`config.mk`:
```
export PLATFORM = sky130hd
export DESIGN_NAME = serial_word_feeder
export DESIGN_NICKNAME = d
export VERILOG_FILES = /design/src/rtl/serial_word_feeder.sv
export SDC_FILE = /design/constraint.sdc
export NUM_CORES = 1
export LEC_CHECK = 0
export ABC_CLOCK_PERIOD_IN_PS = 1400
export BUFFER_PORTS_ARGS = -buffer_cell sky130_fd_sc_hd__buf_2
export CORE_MARGIN = 2
export CORE_UTILIZATION = 50
export DETAILED_ROUTE_END_ITERATION = 16
export HOLD_SLACK_MARGIN = 0.06
export PLACE_DENSITY = 0.74
export SLEW_MARGIN = 20
export SYNTH_ARGS = -nofsm -noshare
export SYNTH_HDL_FRONTEND = slang
export SYNTH_SLANG_ARGS = --single-unit
```
`constraint.sdc`:
```
create_clock -name clk -period 1.4 [get_ports clk]
set_clock_uncertainty 0.1 [all_clocks]
set_input_delay 0.14 -clock clk [delete_from_list [all_inputs] [get_ports clk]]
set_output_delay 0.14 -clock clk [all_outputs]
set_load 0.02 [all_outputs]
```
`src/rtl/serial_word_feeder.sv`:
```
// serial_word_feeder
//   Parallel-to-serial front end for a serial divisibility-by-three checker.
//   Words arrive over a valid/ready handshake. Each word is sent MSB first,
//   one bit per clock. A one-cycle clear pulse comes before every word so the
//   checker restarts. A one-word holding buffer takes the next word while the
//   current one is shifting, so the sustained rate is one word per WIDTH+1
//   cycles.
//
// Ports
//   clk        in   clock, rising edge
//   reset      in   synchronous, active-high reset
//   din        in   parallel word, sampled on accept
//   din_valid  in   upstream word present
//   din_ready  out  holding buffer can take a word this cycle
//   clr_out    out  one-cycle pulse before the first bit of each word
//   ser_bit    out  serial data bit, MSB first (0 when ser_valid is low)
//   ser_valid  out  ser_bit carries a data bit this cycle
//   ser_last   out  high with the final (LSB) bit of a word
//
// States
//   IDLE  | nothing to send, outputs low; leave when the holding buffer fills
//   CLEAR | clr_out pulse; hold -> sh on the edge that leaves this state
//   SHIFT | one data bit per cycle from sh[WIDTH-1]; ser_last on the final bit

module serial_word_feeder #(
  parameter int WIDTH = 16
) (
  input  logic             clk,
  input  logic             reset,
  input  logic [WIDTH-1:0] din,
  input  logic             din_valid,
  output logic             din_ready,
  output logic             clr_out,
  output logic             ser_bit,
  output logic             ser_valid,
  output logic             ser_last
);

  localparam int CW = $clog2(WIDTH);
  localparam logic [CW-1:0] CNT_LAST = CW'(WIDTH - 1);

  typedef enum logic [1:0] {
    S_IDLE  = 2'd0,
    S_CLEAR = 2'd1,
    S_SHIFT = 2'd2
  } state_t;

  state_t           state_q, state_d;
  logic [WIDTH-1:0] sh_q, sh_d;
  logic [WIDTH-1:0] hold_q, hold_d;
  logic             hold_full_q, hold_full_d;
  logic [CW-1:0]    cnt_q, cnt_d;

  logic accept;
  logic transfer;
  logic last_bit;

  // The buffer drains into sh on the edge that leaves CLEAR. It can therefore
  // take a new word on that same edge. This lets a held valid stream sustain
  // one word per WIDTH+1 cycles. Only registered state is decoded here.
  assign din_ready = ~hold_full_q | (state_q == S_CLEAR);
  assign accept    = din_valid & din_ready;
  assign transfer  = (state_q == S_CLEAR);
  assign last_bit  = (state_q == S_SHIFT) && (cnt_q == CNT_LAST);

  // State and datapath registers
  always_ff @(posedge clk) begin
    if (reset) begin
      state_q     <= S_IDLE;
      sh_q        <= '0;
      hold_q      <= '0;
      hold_full_q <= 1'b0;
      cnt_q       <= '0;
    end else begin
      state_q     <= state_d;
      sh_q        <= sh_d;
      hold_q      <= hold_d;
      hold_full_q <= hold_full_d;
      cnt_q       <= cnt_d;
    end
  end

  // Next state
  always_comb begin
    state_d = state_q;
    unique case (state_q)
      S_IDLE:  if (hold_full_q) state_d = S_CLEAR;
      S_CLEAR: state_d = S_SHIFT;
      S_SHIFT: begin
        // A word accepted on this same edge also counts, so there is no gap.
        if (last_bit) state_d = (hold_full_q | accept) ? S_CLEAR : S_IDLE;
      end
      default: state_d = S_IDLE;
    endcase
  end

  // Datapath next values
  always_comb begin
    hold_d      = hold_q;
    hold_full_d = hold_full_q;
    sh_d        = sh_q;
    cnt_d       = cnt_q;

    // When an accept and a transfer happen on the same edge, the new word
    // refills the buffer. In that case hold_full stays set.
    if (accept) begin
      hold_d      = din;
      hold_full_d = 1'b1;
    end else if (transfer) begin
      hold_full_d = 1'b0;
    end

    if (transfer) begin
      sh_d  = hold_q;
      cnt_d = '0;
    end else if (state_q == S_SHIFT) begin
      sh_d  = {sh_q[WIDTH-2:0], 1'b0};
      cnt_d = cnt_q + 1'b1;
    end
  end

  // Outputs
  always_comb begin
    clr_out   = 1'b0;
    ser_valid = 1'b0;
    ser_bit   = 1'b0;
    ser_last  = 1'b0;
    unique case (state_q)
      S_CLEAR: clr_out = 1'b1;
      S_SHIFT: begin
        ser_valid = 1'b1;
        ser_bit   = sh_q[WIDTH-1];
        ser_last  = last_bit;
      end
      default: ;
    endcase
  end

endmodule
```
==> impl_metrics.json, run 1 <==
{
  "outcome": "finished with violations",
  "violations": "setup timing",
  "period_needed_ps": 1500,
  "synth-edff-count": 0,
  "place_hpwl_um": 2170,
  "fp.dieW_um": 61.1,
  "syn-instance-count": 182,
  "initial_core_util": 0.529,
  "synth_ff_type": "dfxtp_1",
  "hold_path.class": "in2reg",
  "cts_buffer_depth": 2,
  "root_buffer": "clkbuf_4",
  "area_delta_synth_final_pct": 44.2,
  "rows": 20,
  "diodes": 0,
  "clk_pin_slew_ps": 140,
  "report.power.total_mw": 4.33,
  "place.gp.congestion": 0.758,
  "synth_common_cells": "dfxtp_1, nand2_1, a21oi_1",
  "placed_area_um2": 1860,
  "ios": 24,
  "synth_top_area_cell": "dfxtp_1",
  "setup_viol": 31,
  "cp_data_required_time_ps": 1160,
  "slew_headroom": 0.861,
  "path_max_fanout": 4,
  "first_global_vias": 1386,
  "fin_crit_sh": 1.07,
  "core_um2": 3080,
  "drc_errors": 0,
  "cp.arrival_ps": 1260,
  "worst_slack_ps": -104,
  "yosysMostFrequentCell": "dfxtp_1",
  "pre_cts_ws_ps": -74.8,
  "clock_latency_ps": 350,
  "rsz0062_at_grt": "true",
  "final_cell_area_um2": 2350,
  "pwr_density_cell_nw_per_um2": 1840,
  "tightestPinTransition_ps": 202,
  "finalHoldWorstSlack_ps": 95.9,
  "drt_iter0_drc": 33,
  "cts_tree": "done",
  "num_vias": 1397,
  "grt_pass1_wl_um": 6230,
  "async_flop_share": 0,
  "numCtsBuffers": 5,
  "wirelength_um": 3750,
  "maxCapViolCount": 0,
  "ys_ff_latch": 39,
  "antenna_found_initial": 0,
  "synth.cell_area_um2": 1630,
  "clkSinkCount": 39,
  "maxSlewViolCount": 0,
  "worst-setup-path-type": "reg2out",
  "avgSynthCellArea_um2": 8.95,
  "mappedNetlistNets": 207,
  "synth_top_area_frac": 0.479,
  "cellLeakagePower_nw": 0.917,
  "synth_cell_type_count": 22,
  "ant_nets": 0,
  "die_height_um": 61.1,
  "synthTopCellsByArea": "dfxtp_1, mux2i_1, nand2_1",
  "drt_pre_antenna_iters": 4,
  "final_nets": 258,
  "portBuffers": 23,
  "htreeDepth": 2,
  "fmax_ghz": 0.665,
  "ir_drop_v": 0.000963,
  "finalHoldViolCount": 0,
  "drive_gt1_frac": 0.308,
  "track_usage": 0.224,
  "ys_seq_area_frac": 0.479,
  "start_kind": "register",
  "overflow": 0,
  "synth_warnings": 0,
  "vias_per_cell": 5.03,
  "avgRoutedWirePerCell_um": 13.5,
  "final_util": 0.763,
  "dieArea_um2": 3730,
  "grt_max_degree": 40,
  "endpoint_kind": "output port"
}
==> routing by layer <==
layer	part of all wire	up-vias	GRT usage
li1	-	722	-
met3	0.025	4	0.0441
met1	0.47	654	0.293
met5	0	-	0
met4	0.0040	0	0.0466
met2	0.50	17	0.386
==> path summary, 6_finish.rpt <==
check	startpoint	endpoint	slack, ps	cells after the start
setup / recovery	state_q[1]	din_ready	-100	4
hold / removal	reset	cnt_q[1]	100	3
setup reg to reg	state_q[1]	hold_q[2]	-40	7
hold reg to reg	hold_q[5]	hold_q[5]	370	2
==> final cells by class <==
type,count,area (µm²)
multi-input cells,126,885
flip-flops and latches,39,791
fillers,197,729
repair buffers,56,505
well taps,44,55.1
clock buffers,6,51.3
clock inverters,2,35.0
inverters,5,26.3
==> per-stage QoR <==
stage / setup TNS [ps] / cells
floorplan: -709 / 182
global placement: 0 / 245
detailed placement: -378 / 245
CTS: -885 / 277
global route: -2970 / 278
finish: -804 / 278
==> cell usage in the layout (no fill, tap or decap), drive strengths merged <==
cell type,instances
clkbuf,6
mux2i,18
a21oi,19
nand2b,2
nor2,18
and2,2
dlygate4sd3,17
xnor2,1
clkinv,1
buf,39
ha,6
nand4,1
nor3,4
bufinv,1
o21ai,1
a2bb2oi,1
nand3,2
xor2,2
inv,5
a211oi,15
dfxtp,39
nand2,34
==> power breakdown <==
part	switching (mW)	internal, mW
clock	0.377	0.422
combinational	0.954	0.989
sequential	0.189	1.40
==> critical path, cell delays in order, from the launching register on <==
cell      delay [ps]
dfxtp_4          420
inv_4             50
ha_4             170
nand2b_4         160
buf_6            140
==> kinds of logic after synthesis <==
family	synth area share
and+or+nand+nor	0.162
AOI/OAI and AO/OA	0.136
buffers and inverters	0.0499
muxes	0.111
adders and majority gates	0.0461
DFF	0.479
xor gates and xnor gates	0.0161
==> flip-flops by register name, indices dropped and copies added (netlist names) <==
signal       flops
hold_q          16
sh_q            16
cnt_q            4
state_q          2
hold_full_q      1
==> repair_timing <==
action | CTS | global route
gates resized for setup | 27 | 11
setup endpoints to repair | 32 | 42
pin swaps | 8 | 6
setup buffers | 8 | 1
hold endpoints to repair | 17 | 0
hold buffers | 17 | 0
Power figures use the tool's default switching activity.
==> run 2: changes to the inputs <==
--- a/config.mk
+++ b/config.mk
@@ -8,10 +8,9 @@
 export ABC_CLOCK_PERIOD_IN_PS = 1400
 export BUFFER_PORTS_ARGS = -buffer_cell sky130_fd_sc_hd__buf_2
 export CORE_MARGIN = 2
-export CORE_UTILIZATION = 50
+export CORE_UTILIZATION = 37
 export DETAILED_ROUTE_END_ITERATION = 16
 export HOLD_SLACK_MARGIN = 0.06
-export PLACE_DENSITY = 0.74
 export SLEW_MARGIN = 20
 export SYNTH_ARGS = -nofsm -noshare
 export SYNTH_HDL_FRONTEND = slang
==> run 2 against run 1 <==
Net effect: first-iteration DRC count rose by 140%; total power rose by 7.8%; clock-buffer cell count did not move; sequential share of layout area fell by 0.93 points; critical path depth rose by 2; sequential cell count did not move; critical path type is now reg2reg; fmax rose by 2.8%; combinational power rose by 22%; wire length rose by 2.7%; the flow still finishes with violations (setup timing); via count fell by 0.50%.
==> impl_metrics.json, run 2 (synthesis gave the netlist of run 1 again) <==
{
  "ant_nets": 0,
  "fp.dieW_um": 70.4,
  "reg.largest.list": "hold_q (16), sh_q (16), cnt_q (4)",
  "worst_slack_ps": -63.4,
  "power_frac_seq": 0.337,
  "final_cell_mix": "dfxtp_1, nand2_1, a21oi_1, buf_2",
  "ir_drop_v": 0.000901,
  "root_buffer": "clkbuf_8",
  "antenna_found_initial": 0,
  "track_usage": 0.169,
  "critPathSlowestCell": "dfxtp_4",
  "place_inst": 252,
  "tightestPinTransition_ps": 224,
  "critPathBufInv": 3,
  "p_int_mw": 3.06,
  "cts_tree": "done",
  "finalNonFillerCells": 288,
  "path_cells": "buf_6 -> ha_4 -> buf_12 -> buf_12 -> mux2i_1 -> a211oi_1",
  "grt_pass1_wl_um": 6680,
  "endpoint_kind": "register",
  "rsz0062_at_grt": "true",
  "fmax_ghz": 0.683,
  "path_max_fanout": 6,
  "r2r_slack_ps": -60,
  "rows": 24,
  "report.power.total_mw": 4.66,
  "placed_area_um2": 1870,
  "worstReg2RegStart": "state_q[0]",
  "pwr_density_cell_nw_per_um2": 1930,
  "critPathLaunch": "state_q[0]",
  "avgRoutedWirePerCell_um": 13.4,
  "overflow": 0,
  "drt_pre_antenna_iters": 4,
  "wirelength_um": 3850,
  "maxSlewViolCount": 0,
  "clock_latency_ps": 290,
  "crit_family": "buffers and inverters",
  "hold_path.class": "in2reg",
  "diodes": 0,
  "cpPeakStageDelay_ps": 370,
  "die_height_um": 70.4,
  "cellLeakagePower_nw": 0.945,
  "initial_core_util": 0.379,
  "outcome": "finished with violations",
  "violations": "setup timing",
  "cp.depth": 6,
  "slew_headroom": 0.849,
  "core_um2": 4290,
  "cts_buffer_depth": 2,
  "p_sw_frac": 0.343,
  "final_nets": 260,
  "drive_gt1_frac": 0.297,
  "numCtsBuffers": 5,
  "grt_max_degree": 40,
  "worst-setup-path-type": "reg2reg",
  "num_vias": 1390,
  "final_common_cell": "dfxtp_1",
  "r2r_cells": 6,
  "period_needed_ps": 1460,
  "htreeDepth": 2,
  "place_hpwl_um": 1970,
  "drc_errors": 0,
  "clk_pin_slew_ps": 80,
  "finalHoldViolCount": 0,
  "first_global_vias": 1505,
  "finalHoldWorstSlack_ps": 155,
  "fin_crit_sh": 1.05,
  "setup_viol": 14,
  "clkPwrFrac": 0.155,
  "crit_top_cell": "buf_12",
  "start_kind": "register",
  "cp_data_required_time_ps": 1500,
  "pwr-share-comb": 0.508,
  "vias_per_cell": 4.83,
  "clkSinkCount": 39,
  "portBuffers": 23,
  "ios": 24,
  "hp-start": "reset",
  "worstSetupEndpoint": "sh_q[8]",
  "maxCapViolCount": 0,
  "rr_endpoint": "sh_q[8]",
  "final_cell_area_um2": 2410,
  "cp.arrival_ps": 1560,
  "area_delta_synth_final_pct": 48.0,
  "dieArea_um2": 4950,
  "power.switching_mw": 1.60,
  "place.gp.congestion": 0.720,
  "drt_iter0_drc": 78
}
[run 2: worst min path at each step]
stage | to | slack [ps] | depth (start not counted)
2_1_floorplan | hold_full_q | 170 | 2
3_3_place_gp | hold_q[6] | 290 | 3
3_5_place_dp | hold_q[10] | 290 | 3
4_1_cts | hold_q[10] | 160 | 3
5_1_grt | sh_q[10] | 180 | 3
6_report | hold_q[12] | 160 | 3
[run 2: what timing repair did]
action,CTS,global route
pin swaps,15,5
setup buffers,5,3
hold buffers,17,0
hold endpoints to repair,17,0
cloned,2,1
resized for setup,19,17
setup endpoints to repair,17,39
[run 2: cell type report]
class                           count  area [µm²]
Clock buffer                        6        72.6
Clock inverter                      2        12.5
Fill cell                         392        1880
Inverter                            5        26.3
Multi-Input combinational cell    126         860
Sequential cell                    39         790
Tap cell                           52        65.1
Timing Repair Buffer               58         586
[run 2: metal layers]
layer | up-vias | share of wire | global-route usage | wire [µm]
met5 | - | 0 | 0 | 0
met4 | 0 | 0.017 | 0.0791 | 65
met3 | 5 | 0.021 | 0.0274 | 79
met2 | 16 | 0.52 | 0.300 | 2000
met1 | 648 | 0.44 | 0.196 | 1710
li1 | 721 | - | - | -
[run 2: per-stage QoR]
| step | TNS [ps] | util | worst slack [ps] |
|---|---|---|---|
| 5_1_grt | -2570 | 0.561 | -141 |
| 3_3_place_gp | 0 | 0.436 | 18.2 |
| 3_5_place_dp | -25.7 | 0.436 | -10.5 |
| 4_1_cts | -130 | 0.539 | -39.7 |
| 6_report | -337 | 0.561 | -63.4 |
| 2_1_floorplan | -709 | - | -70.9 |
[run 2: power by group through the flow]
stage	logic [mW]	registers [mW]	clock network, mW
2_1_floorplan	1.18	1.53	0
3_3_place_gp	1.50	1.55	0
3_5_place_dp	1.53	1.56	0
4_1_cts	2.14	1.55	0.748
5_1_grt	2.58	1.60	0.792
6_report	2.37	1.57	0.723
[run 2: worst min-delay path, cell delays in order]
cell and delay (ps):
buf_2 100, buf_12 200, a21oi_1 50
